==> src/rtl/mem_arbiter.sv <==
// mem_arbiter: two-master (IFU m0, LSU m1) to single-memory-port arbiter.
// One transaction outstanding at a time: IDLE -> REQ -> WAIT -> RESP -> IDLE.
// Optional build macro MEM_ARBITER_ROUND_ROBIN_EN: alternate grants on contention
// instead of the default fixed priority (m1 wins).
module mem_arbiter #(
  parameter int unsigned WIDTH = 32
) (
  input  logic             clk,
  input  logic             rst,
  // IFU (read-only)
  input  logic             m0_req_valid,
  output logic             m0_req_ready,
  input  logic [WIDTH-1:0] m0_req_addr,
  output logic             m0_resp_valid,
  input  logic             m0_resp_ready,
  output logic [WIDTH-1:0] m0_resp_data,
  // LSU
  input  logic             m1_req_valid,
  output logic             m1_req_ready,
  input  logic [WIDTH-1:0] m1_req_addr,
  input  logic             m1_req_wen,
  input  logic [WIDTH-1:0] m1_req_wdata,
  input  logic [3:0]       m1_req_wmask,
  output logic             m1_resp_valid,
  input  logic             m1_resp_ready,
  output logic [WIDTH-1:0] m1_resp_data,
  // Memory
  output logic             s_req_valid,
  input  logic             s_req_ready,
  output logic [WIDTH-1:0] s_addr,
  output logic             s_wen,
  output logic [WIDTH-1:0] s_wdata,
  output logic [3:0]       s_wmask,
  input  logic             s_resp_valid,
  output logic             s_resp_ready,
  input  logic [WIDTH-1:0] s_resp_data
);

  typedef enum logic [1:0] {StIdle, StReq, StWait, StResp} state_e;

  state_e           state_q, state_d;
  logic             grant_q, grant_d;  // 1 = m1 owns the transaction
  logic [WIDTH-1:0] addr_q, addr_d;
  logic             wen_q, wen_d;
  logic [WIDTH-1:0] wdata_q, wdata_d;
  logic [3:0]       wmask_q, wmask_d;
  logic [WIDTH-1:0] rdata_q, rdata_d;
  logic             pick;              // master chosen in this IDLE cycle, 1 = m1

`ifdef MEM_ARBITER_ROUND_ROBIN_EN
  logic last_grant_q, last_grant_d;

  // On contention favour whichever master was not granted last time
  always_comb begin
    if (m0_req_valid && m1_req_valid) pick = ~last_grant_q;
    else                              pick = m1_req_valid;
  end
`else
  // Fixed priority: the LSU wins whenever it is requesting
  always_comb begin
    pick = m1_req_valid;
  end
`endif

  // Next-state, latched-field updates and handshake outputs
  always_comb begin
    state_d       = state_q;
    grant_d       = grant_q;
    addr_d        = addr_q;
    wen_d         = wen_q;
    wdata_d       = wdata_q;
    wmask_d       = wmask_q;
    rdata_d       = rdata_q;
`ifdef MEM_ARBITER_ROUND_ROBIN_EN
    last_grant_d  = last_grant_q;
`endif
    m0_req_ready  = 1'b0;
    m1_req_ready  = 1'b0;
    s_req_valid   = 1'b0;
    s_resp_ready  = 1'b0;
    m0_resp_valid = 1'b0;
    m1_resp_valid = 1'b0;

    unique case (state_q)
      StIdle: begin
        if (m0_req_valid || m1_req_valid) begin
          m0_req_ready = ~pick;
          m1_req_ready = pick;
          grant_d      = pick;
          addr_d       = pick ? m1_req_addr : m0_req_addr;
          wen_d        = pick & m1_req_wen;
          wdata_d      = pick ? m1_req_wdata : '0;
          wmask_d      = pick ? m1_req_wmask : 4'h0;
`ifdef MEM_ARBITER_ROUND_ROBIN_EN
          last_grant_d = pick;
`endif
          state_d      = StReq;
        end
      end
      StReq: begin
        s_req_valid = 1'b1;
        if (s_req_ready) state_d = StWait;
      end
      StWait: begin
        s_resp_ready = 1'b1;
        if (s_resp_valid) begin
          rdata_d = s_resp_data;
          state_d = StResp;
        end
      end
      StResp: begin
        m0_resp_valid = ~grant_q;
        m1_resp_valid = grant_q;
        if (grant_q ? m1_resp_ready : m0_resp_ready) state_d = StIdle;
      end
      default: state_d = StIdle;
    endcase

    // Hold every handshake output low while reset is asserted
    if (rst) begin
      m0_req_ready  = 1'b0;
      m1_req_ready  = 1'b0;
      s_req_valid   = 1'b0;
      s_resp_ready  = 1'b0;
      m0_resp_valid = 1'b0;
      m1_resp_valid = 1'b0;
    end
  end

  // State and latched request/response registers
  always_ff @(posedge clk) begin
    if (rst) begin
      state_q <= StIdle;
      grant_q <= 1'b0;
      addr_q  <= '0;
      wen_q   <= 1'b0;
      wdata_q <= '0;
      wmask_q <= 4'h0;
      rdata_q <= '0;
    end else begin
      state_q <= state_d;
      grant_q <= grant_d;
      addr_q  <= addr_d;
      wen_q   <= wen_d;
      wdata_q <= wdata_d;
      wmask_q <= wmask_d;
      rdata_q <= rdata_d;
    end
  end

`ifdef MEM_ARBITER_ROUND_ROBIN_EN
  // Last-grant pointer; resets to "m1 last" so the first contention goes to m0
  always_ff @(posedge clk) begin
    if (rst) last_grant_q <= 1'b1;
    else     last_grant_q <= last_grant_d;
  end
`endif

  assign s_addr       = addr_q;
  assign s_wen        = wen_q;
  assign s_wdata      = wdata_q;
  assign s_wmask      = wmask_q;
  assign m0_resp_data = rdata_q;
  assign m1_resp_data = rdata_q;

endmodule
==> config.mk <==
export PLATFORM = sky130hd
export DESIGN_NAME = mem_arbiter
export DESIGN_NICKNAME = d
export VERILOG_FILES = /design/src/rtl/mem_arbiter.sv
export SDC_FILE = /design/constraint.sdc
export NUM_CORES = 1
export LEC_CHECK = 0
export ABC_AREA = 1
export BUFFER_PORTS_ARGS = -buffer_cell sky130_fd_sc_hd__buf_4
export CORE_ASPECT_RATIO = 1.5
export CORE_MARGIN = 2
export CORE_UTILIZATION = 35
export DETAILED_ROUTE_END_ITERATION = 6
export MAX_ROUTING_LAYER = met4
export PLACE_DENSITY = 0.69
export REMOVE_ABC_BUFFERS = 1
export SLEW_MARGIN = 20
export SYNTH_ARGS = -nofsm -noshare
export SYNTH_HDL_FRONTEND = slang
export SYNTH_SLANG_ARGS = --single-unit
==> constraint.sdc <==
create_clock -name clk -period 2 [get_ports clk]
set_clock_uncertainty 0.15 [all_clocks]
set_input_delay 0.1 -clock clk [delete_from_list [all_inputs] [get_ports clk]]
set_output_delay 0.1 -clock clk [all_outputs]
set_load 0.01 [all_outputs]
# Word level (Yosys, flattened, before mapping)
# Index checks and enable logic that the tools add are counted.
[totals]
ff_bits = 104
elab_cells = 45
[op_classes]
eq_ne = 7
muxes = 23
bitwise = 3
n_reduce_logical = 5
[op_table]
columns = ["op", "n"]
rows = [
  ["$mux W32", 2],
  ["$mux W1", 15],
  ["$mux W2", 4],
  ["$ne A2 B2 Y1 const B", 4],
  ["$pmux W2 S4", 1],
  ["$eq A2 B2 Y1 const B", 2],
  ["$mux W4", 1],
  ["$reduce_and A2 Y1", 2],
  ["$reduce_and A4 Y1", 1],
  ["$eq A2 B1 Y1 const B", 1],
  ["$logic_not A2 Y1", 1],
  ["$not A1 Y1", 2],
  ["$and A1 B1 Y1", 1],
  ["$logic_or A1 B1 Y1", 1],
]

# Logic depth before layout (Yosys ltp)
# Gate-level depths: netlist (run 1).
[logic_depth]
ltp_word = 4
mapped_depth = 10
depth_no_buf = 8

# Worst setup path before layout (run 1)
# No wires, ideal clock.
[synth_timing]
path_kind = "register -> register"
start = "reg state_q[0]"
end = "reg wdata_q[10] (netlist: s_wdata[10])"
arrival_time_ps = 1251
required_time_ps = 1736
slack_ps = 486
path_stages_with_launch = 11
period_less_slack_ps = 1514
cell_sequence = "dfxtp_1 > inv_1 > ha_1 > nand2_2 > inv_1 > nand2_1 > inv_2 > buf_4 > buf_6 > nand2_1 > nand2_1"
[synth_between]
elab_chain_cells = 2
[synth_rtl]
columns = ["element", "line_no", "source"]
rows = [
  ["start, declared", "41", "state_e state_q, state_d;"],
  ["start signal, assigned", "133", "state_q <= StIdle;"],
  ["start signal, assigned", "141", "state_q <= state_d;"],
  ["$logic_not A2 Y1", "84", "unique case (state_q)"],
  ["$reduce_and A2 Y1 (no source line)", "-", ""],
  ["end signal, assigned", "145", "wdata_q <= wdata_d;"],
  ["end, declared", "45", "logic [WIDTH-1:0] wdata_q, wdata_d;"],
]
# Every way passes these cells.
# A chain may end at the register's enable or synchronous reset.

# Worst setup path after layout (run 1)
[layout_timing]
start = "reg state_q[0]"
end = "out m1_req_ready"
[layout_between]
elab_chain_cells = 3
[layout_rtl]
columns = ["element", "line_no", "source"]
rows = [
  ["$logic_not A2 Y1", "84", ""],
  ["$mux W1", "84", ""],
  ["$mux W1", "120", "if (rst) begin"],
  ["end, declared", "19", "output logic m1_req_ready,"],
]
# Every way passes these cells.

==> flow_metrics.tcl, run 1 <==
set metrics [dict create \
    die_w_um 94.4 \
    grt_max_degree 77 \
    slowest_stage "dfxtp_2" \
    dieArea_sq_um 13200 \
    p_total_mw 7.74 \
    numPortBuffers 279 \
    first_pass_iters 4 \
    drive_gt1_frac 0.350 \
    grt_pass1_vias 5245 \
    path_class "reg -> out" \
    cts_max_level 3 \
    core-area_sq_um 12000 \
    outcome "finished, violations left" \
    fin_crit_ns 1.89 \
    cp_top_family "buffers and inverters" \
    ant_nets 0 \
    top_usage_layer "met2" \
    fmax_mhz 528 \
    insertedDiodeCount 0 \
    ys_types 20 \
    worstMarginPinSlew_ns 0.807 \
    cts_tree "yes" \
    arrival_ns 1.64 \
    hpwlAfterDp_um 10200 \
    avgSynthCellArea_sq_um 7.69 \
    ys_ff_latch 104 \
    io_pins 280 \
    design_area_sq_um 7840 \
    slew_headroom 0.462 \
    cp_cell_sequence "inv_1 > ha_2 > nand2_2 > inv_1 > nand2_1 > bufinv_16 > buf_4" \
    use_met1 0.253 \
    synth_seq_area_share 0.485 \
    avgRoutedWirePerCell_um 15.0 \
    clock-sinks 104 \
    grt_use_met3 0.0520 \
    syn_inst 558 \
    hold_viol_final 1 \
    clk-insertion-delay-late_ns 0.34 \
    cts_root_buffer "clkbuf_16" \
    rsz0062_at_grt "false" \
    die_y_um 140 \
    ys_warn_count 0 \
    setup_viol 0 \
    grt-ovfl-total 0 \
    clk_pin_slew_ns 0.07 \
    crit_path_start_kind "register" \
    power.leakage_nw 3.83 \
    worstHoldPathType "in -> reg" \
    rows 49 \
    met2_usage 0.428 \
    cellPowerDensity_nw_per_um2 987 \
    maxCapViolCount 0 \
    worst-path-buf-inv 4 \
    cts_buffers 9 \
    fin_crit_sh 0.947 \
    clk_path_buf_depth 2 \
    whs_ns -0.0254 \
    vias 5237 \
    cpMostUsedCell "inv_1" \
    post_dp_cell_area_sq_um 6180 \
    start_util 0.359 \
    cpPeakStageDelay_ns 0.34 \
    gp_congestion 0.809 \
    antenna_found_initial 0 \
    violations "negative hold slack" \
    grt_usage 0.245 \
    avgViaCountPerCell 4.85 \
    crit_required_ns 1.75 \
    cp-end-kind "output pin" \
    slew_violations 0 \
    grt_pass1_wl_um 25100 \
    netlist_area_sq_um 4290 \
    peakVddDrop_mv 0.544 \
    cp_max_fo 38 \
    drc_errors 0 \
    fin_nets 1067 \
    syn_to_final_growth_pct 82.8 \
    drt_iter0_markers 231 \
    routed_wl_um 16200 \
]
-- Yosys cell counts, drive strengths merged --
master	instances	area, sq um
nand2	152	578
dfxtp	104	2080
nor2	71	267
o21ai	64	358
buf	58	420
nand3	41	205
a31oi	32	200
inv	15	58.8
clkbuf	12	45.0
ha	4	50.1
nor3	3	15.0
a21oi	2	10.0
-- layer usage --
metal	vias up	share of wire
met5	-	0
met4	0	0.048
met3	65	0.060
met2	253	0.53
met1	2407	0.36
li1	2512	-
-- cells in the final DEF (no fill, tap or decap), types with 3 or more instances in the layout --
cell           Yosys  final
o21ai_0           44     44
nand2_1          149    149
nand2_2            3      3
dfxtp_1          104    102
buf_4             38    288
nand3_1           41     41
o21ai_2           10     10
nor2_1            71     71
ha_1               4      3
nor3_1             3      3
clkbuf_16          0      9
o21ai_1           10     10
inv_1             11     11
dlygate4sd3_1      0    135
a31oi_1           32     32
-- worst paths after layout --
check | from | to | slack [ns] | depth (start not counted)
max | state_q[0]$_SDFFE_PP0P_ | m1_req_ready | 0.11 | 7
min | rst | grant_q$_SDFFE_PP0P_ | -0.03 | 4
max reg2reg | state_q[0]$_SDFFE_PP0P_ | s_addr[31]$_SDFFE_PP0P_ | 0.23 | 7
min reg2reg | s_wdata[20]$_SDFFE_PP0P_ | s_wdata[20]$_SDFFE_PP0P_ | 0.32 | 2
-- final cells by class --
cell class              count  area, sq um
inverters                  15         85.1
clock buffers               9          225
fillers                   937         4120
clock inverters             7         53.8
multi-input cells         369         1690
repair buffers            423         3510
flip-flops and latches    104         2080
well taps                 153          191
-- what timing repair did --
| item | in CTS | in global routing |
|---|---|---|
| setup endpoints to repair | 1 | 1 |
| hold buffers | 135 | 0 |
| setup buffers | 0 | 0 |
| endpoints found under the hold margin | 102 | 0 |
| gates resized for setup | 2 | 5 |
| gates cloned | 0 | 0 |
-- kinds of logic (layout without fill, tap and decap cells) --
| group | after synthesis | after routing | synth area share |
|---|---|---|---|
| buffers and inverters | 85 | 454 | 0.122 |
| DFF | 104 | 104 | 0.485 |
| and+or+nand+nor | 267 | 267 | 0.248 |
| AOI/OAI and AO/OA | 98 | 98 | 0.132 |
| adders and majority gates | 4 | 4 | 0.0117 |
-- metrics by stage --
stage / hold slack, ns / TNS (ns) / utilization / instances / setup slack, ns
detailed placement: 0.148 / 0 / 0.517 / 929 / 0.175
floorplan: 0.0606 / -2.80 / - / 488 / -0.0715
CTS: 0.0109 / 0 / 0.653 / 1080 / 0.0258
finish: -0.0254 / 0 / 0.656 / 1080 / 0.107
global placement: 0.144 / 0 / 0.517 / 929 / 0.244
global route: 0.00461 / 0 / 0.656 / 1080 / 0.0103
-- worst min-delay path, stage by stage --
cell,delay [ns]
buf_4,0.12
inv_2,0.04
nand2_1,0.10
nand2_1,0.06
-- state kept, by name, summed over array words and instances, names as in the netlist --
register and cells:
s_wmask 4, m0_resp_data 32, s_wdata 32, state_q 2, grant_q 1, s_wen 1
s_addr 32
-- report_power, final --
part	internal [mW]	leakage, nW	switching, mW
sequential	2.60	0.854	0.357
combinational	1.54	2.84	1.57
clock	0.858	0.134	0.811
Power figures use the tool's default switching activity.
==> inputs of run 2 (changes only) <==
--- a/config.mk
+++ b/config.mk
@@ -5,14 +5,14 @@
 export SDC_FILE = /design/constraint.sdc
 export NUM_CORES = 1
 export LEC_CHECK = 0
-export ABC_AREA = 1
+export ABC_AREA = 0
 export BUFFER_PORTS_ARGS = -buffer_cell sky130_fd_sc_hd__buf_4
-export CORE_ASPECT_RATIO = 1.5
+export CORE_ASPECT_RATIO = 0.5
 export CORE_MARGIN = 2
 export CORE_UTILIZATION = 35
 export DETAILED_ROUTE_END_ITERATION = 6
 export MAX_ROUTING_LAYER = met4
-export PLACE_DENSITY = 0.69
+export PLACE_DENSITY = 0.68
 export REMOVE_ABC_BUFFERS = 1
 export SLEW_MARGIN = 20
 export SYNTH_ARGS = -nofsm -noshare
==> flow_metrics.tcl, run 2 <==
set metrics [dict create \
    worstHoldPathType "in -> reg" \
    synth_seq_area_share 0.483 \
    avgViaCountPerCell 4.56 \
    grt_pass1_wl_um 20600 \
    clock-sinks 104 \
    ys_types 26 \
    cts_tree "yes" \
    hold_start "m0_req_addr[0]" \
    r2r_cells 6 \
    first_pass_iters 4 \
    worst-path-buf-inv 3 \
    slew_headroom 0.661 \
    slowest_stage "dfxtp_1" \
    core-area_sq_um 11900 \
    syn_inst 428 \
    whs_ns -0.00281 \
    p_total_mw 7.42 \
    grt_usage 0.203 \
    arrival_ns 1.60 \
    ant_nets 0 \
    cp_top_family "buffers and inverters" \
    maxCapViolCount 0 \
    numPortBuffers 279 \
    finalWorstSetupSlack_ns 0.147 \
    synth_most_common_cell "dfxtp_1" \
    crit_path_start_kind "register" \
    post_cts_buffers 0 \
    rows 28 \
    ys_ff_latch 104 \
    rsz0062_at_grt "false" \
    clk-insertion-delay-late_ns 0.33 \
    worstMarginPinSlew_ns 0.508 \
    die_w_um 161 \
    path_class "reg -> out" \
    fin_crit_sh 0.926 \
    insertedDiodeCount 0 \
    antenna_found_initial 0 \
    grt_max_degree 51 \
    syn_to_final_growth_pct 76.9 \
    grt_pass1_vias 4114 \
    avgRoutedWirePerCell_um 14.8 \
    violations "negative hold slack" \
    cts_max_level 3 \
    rrSetupSlack_ns 0.33 \
    path_depth 5 \
    crit_required_ns 1.75 \
    cpPeakStageDelay_ns 0.34 \
    synth_top_area_cell "dfxtp_1" \
    timing.rr.end "s_addr[0]$_SDFFE_PP0P_" \
    drive_gt1_frac 0.439 \
    endpoint "m1_req_ready" \
    routed_wl_um 13800 \
    hpwlAfterDp_um 9220 \
    synth_edf_count 0 \
    synth_ff_type "dfxtp_1" \
    crit_start "state_q[1]$_SDFFE_PP0P_" \
    final_common_cell "buf_4" \
    clk_pin_slew_ns 0.07 \
    drc_errors 0 \
    clk_path_buf_depth 2 \
    layout.cells.most_common_list "283 x buf_4, 104 x dfxtp_1, 98 x dlygate4sd3_1" \
    cp_cell_sequence "inv_1 > ha_2 > and3b_1 > buf_12 > buf_4" \
    drt_iter0_markers 224 \
    dpl_worst_slack_ns 0.292 \
    fin_crit_ns 1.85 \
    peakVddDrop_mv 0.502 \
    avgSynthCellArea_sq_um 10.1 \
    hold_viol_final 1 \
    ys_warn_count 0 \
    outcome "finished, violations left" \
    die_y_um 82.4 \
    fin_nets 905 \
    synthArstFlopShare 0 \
    cts_buffers 9 \
    vias 4241 \
    reg2reg_from "state_q[1]$_SDFFE_PP0P_" \
    gp_congestion 0.765 \
    power.leakage_nw 3.52 \
    netlist_area_sq_um 4310 \
    synth_common_cells "104 x dfxtp_1, 66 x nand2_1, 39 x buf_4, 37 x a22o_1, 35 x mux2i_1" \
    dieArea_sq_um 13300 \
    tns_ns 0 \
    yosysTopAreaCellShare 0.483 \
    cp-end-kind "output pin" \
    cts_root_buffer "clkbuf_16" \
    cp_max_fo 38 \
    slew_violations 0 \
    fmax_mhz 540 \
    cellPowerDensity_nw_per_um2 974 \
    start_util 0.362 \
    yosys-top-cells-area "dfxtp_1 48%, a211oi_2 8.7%, mux2i_1 8.1%" \
    setup_viol 0 \
    grt-ovfl-total 0 \
    io_pins 280 \
]
-- run 2: cell types whose count changed in the layout (fill, tap and decap cells not counted), sizes merged, moves of 4 or more --
cell         delta
a21oi          +30
a211oi         +32
nand2          -86
dlygate4sd3    -37
a22o           +37
inv            -15
nor2b           +4
a31oi          -32
nand3          -41
mux2i          +35
nor2           -37
o21ai          -64
-- run 2: kinds of logic after synthesis --
family / synth area share
AND/OR/NAND/NOR: 0.110
AO/OA/AOI/OAI: 0.215
flip-flops: 0.483
buffers and inverters: 0.0982
multiplexers: 0.0813
adder cells (fa/ha/maj): 0.0116
-- run 2: layer usage --
metal | part of all wire | track usage
met2 | 0.54 | 0.375
met5 | 0 | -
met4 | 0.026 | 0.0866
met1 | 0.39 | 0.219
met3 | 0.045 | 0.0425
-- run 2: worst min path at each step --
stage | to | slack, ns | cells past startpoint
2_1_floorplan | s_addr[10]$_SDFFE_PP0P_ | 0.01 | 1
3_3_place_gp | s_wdata[6]$_SDFFE_PP0P_ | 0.17 | 2
3_5_place_dp | s_wdata[14]$_SDFFE_PP0P_ | 0.17 | 2
4_1_cts | s_addr[2]$_SDFFE_PP0P_ | 0.0001 | 3
5_1_grt | s_addr[21]$_SDFFE_PP0P_ | 0.01 | 3
6_report | s_addr[0]$_SDFFE_PP0P_ | -0.003 | 3
-- run 2: power by group --
group / switching, mW / internal, mW / total (mW)
sequential: 0.275 / 2.53 / 2.80
clock: 0.755 / 1.10 / 1.85
combinational: 1.30 / 1.46 / 2.76
total: 2.33 / 5.09 / 7.42
-- run 2: cell type report --
| type | count | area (sq um) |
|---|---|---|
| Tap cell | 165 | 206 |
| Fill cell | 971 | 4290 |
| Clock inverter | 5 | 81.3 |
| Clock buffer | 11 | 233 |
| Multi-Input combinational cell | 257 | 1800 |
| Timing Repair Buffer | 386 | 3210 |
| Sequential cell | 104 | 2080 |
| Inverter | 2 | 7.51 |
-- run 2: repair_timing --
item / 4_1_cts / 5_1_grt
setup endpoints to repair: 0 / 1
hold buffers: 98 / 0
resized for setup: 0 / 1
hold endpoints to repair: 85 / 0
-- run 2: metrics by stage --
stage               hold WS (ns)  utilization  instance area (sq um)  cells
floorplan                 0.0146            -                   3890    363
global placement           0.166        0.531                   6320    816
detailed placement         0.170        0.531                   6320    816
CTS                     0.000148        0.639                   7620    930
global route              0.0144        0.640                   7620    930
finish                  -0.00281        0.640                   7620    930
-- run 2: worst min-delay path, stage by stage --
cell	delay (ns)
buf_4	0.11
mux2i_1	0.14
a211oi_1	0.09
==> inputs of run 3 (changes only) <==
--- a/config.mk
+++ b/config.mk
@@ -7,12 +7,12 @@
 export LEC_CHECK = 0
 export ABC_AREA = 0
 export BUFFER_PORTS_ARGS = -buffer_cell sky130_fd_sc_hd__buf_4
-export CORE_ASPECT_RATIO = 0.5
 export CORE_MARGIN = 2
 export CORE_UTILIZATION = 35
 export DETAILED_ROUTE_END_ITERATION = 6
 export MAX_ROUTING_LAYER = met4
 export PLACE_DENSITY = 0.68
+export RECOVER_POWER = 50
 export REMOVE_ABC_BUFFERS = 1
 export SLEW_MARGIN = 20
 export SYNTH_ARGS = -nofsm -noshare
==> flow_metrics.tcl, run 3 (synthesized netlist as in run 2, its figures left out) <==
set metrics [dict create \
    layout.cells.non_filler 926 \
    dp.cells 798 \
    first_pass_iters 4 \
    peakVddDrop_mv 0.503 \
    cp-end-kind "output pin" \
    dieArea_sq_um 13200 \
    arrival_ns 1.66 \
    slew_violations 0 \
    final_common_cell "buf_4" \
    drt_iter0_markers 244 \
    outcome "finished clean" \
    grt_pass1_vias 4346 \
    grt_pass1_wl_um 20800 \
    insertedDiodeCount 0 \
    drc_errors 0 \
    avgRoutedWirePerCell_um 15.5 \
    maxCapViolCount 0 \
    avgViaCountPerCell 4.77 \
    power.leakage_nw 3.05 \
    syn_to_final_growth_pct 67.8 \
    n_fill_cell 1020 \
    hpwlAfterDp_um 9100 \
    layout.cells.most_common_list "165 x buf_4, 123 x clkbuf_1, 112 x dlygate4sd3_1" \
    crit_required_ns 1.75 \
    fmax_mhz 524 \
    worstMarginPinSlew_ns 0.821 \
    routed_wl_um 14300 \
    gp_congestion 0.780 \
    ant_nets 0 \
    cp_max_fo 38 \
    vias 4420 \
    grt_max_degree 65 \
    clk-insertion-delay-late_ns 0.34 \
    cts_root_buffer "clkbuf_16" \
    antenna_found_initial 0 \
    grt_usage 0.206 \
    fin_nets 920 \
    hold_viol_final 0 \
    clk_pin_slew_ns 0.07 \
    rows 40 \
    core-area_sq_um 12000 \
    setup_viol 0 \
    clk_path_buf_depth 2 \
    cts_tree "yes" \
    rsz0062_at_grt "false" \
    crit_path_start_kind "register" \
    fin_util 0.602 \
    grt-ovfl-total 0 \
    worstHoldPathType "in -> reg" \
    numPortBuffers 279 \
    fin_crit_ns 1.91 \
    cts_buffers 9 \
    fin_crit_sh 0.954 \
    cts_max_level 3 \
    drive_gt1_frac 0.277 \
    slew_headroom 0.452 \
    path_class "reg -> out" \
    start_util 0.359 \
    cellPowerDensity_nw_per_um2 962 \
    io_pins 280 \
    die_y_um 115 \
    die_w_um 115 \
    tns_ns 0 \
    clock-sinks 104 \
]
## run 3: cell types whose count changed in the layout (fill, tap and decap cells not counted)
cell,before,now
clkinv_2,1,0
buf_4,283,165
ha_1,3,4
bufinv_16,2,1
dlygate4sd3_1,98,112
nor2_2,0,1
dfxtp_2,0,2
ha_2,1,0
buf_12,5,2
clkbuf_1,2,123
dfxtp_1,104,102
inv_6,0,1
## run 3: per-layer routing
metal | wire, um | global-route usage
met1 | 5600 | 0.214
met2 | 7460 | 0.385
met3 | 1030 | 0.0501
met4 | 218 | 0.0594
met5 | 0 | -
## run 3: final timing paths
kind	startpoint	end	slack (ns)	cells after the start
max	state_q[0]$_SDFFE_PP0P_	m1_req_ready	0.09	6
min	m0_req_addr[31]	s_addr[31]$_SDFFE_PP0P_	0.003	3
max reg2reg	state_q[0]$_SDFFE_PP0P_	s_wdata[3]$_SDFFE_PP0P_	0.11	5
min reg2reg	m0_resp_data[13]$_SDFFE_PP0P_	m0_resp_data[13]$_SDFFE_PP0P_	0.32	2
## run 3: cell type report
class,instances,area [sq um],area share
clock inverters,4,55.1,0.00762
well taps,147,184,0.0255
multi-input cells,258,1810,0.250
flip-flops and latches,104,2080,0.288
inverters,2,7.51,0.00104
repair buffers,400,2850,0.395
clock buffers,11,233,0.0322
## run 3: timing repair
item,4_1_cts,5_1_grt
gates resized for setup,0,2
setup buffers,0,0
hold buffers,112,0
hold endpoints to repair,93,0
setup endpoints to repair,0,38
## run 3: report_power, final
group	switching [mW]	internal, mW
sequential	0.274	2.53
combinational	1.31	1.09
clock	0.773	0.973
total	2.36	4.59
## run 3: worst max-delay path, stage by stage, from the launching register on
cell	delay, ns
dfxtp_2	0.36
inv_1	0.07
ha_1	0.20
buf_4	0.15
and3b_1	0.19
buf_12	0.18
buf_4	0.16
## run 3: metrics by stage
step,total power [mW],hold WS (ns),setup WS [ns],area (sq um)
final,6.95,0.00278,0.0921,7230
after global routing,7.33,0.0100,0.00893,7230
after floorplan,4.04,0.0146,-0.375,3890
after detailed placement,5.40,0.171,0.0793,6260
after global placement,5.34,0.166,0.134,6260
after CTS,7.34,0.000219,0.0215,7670
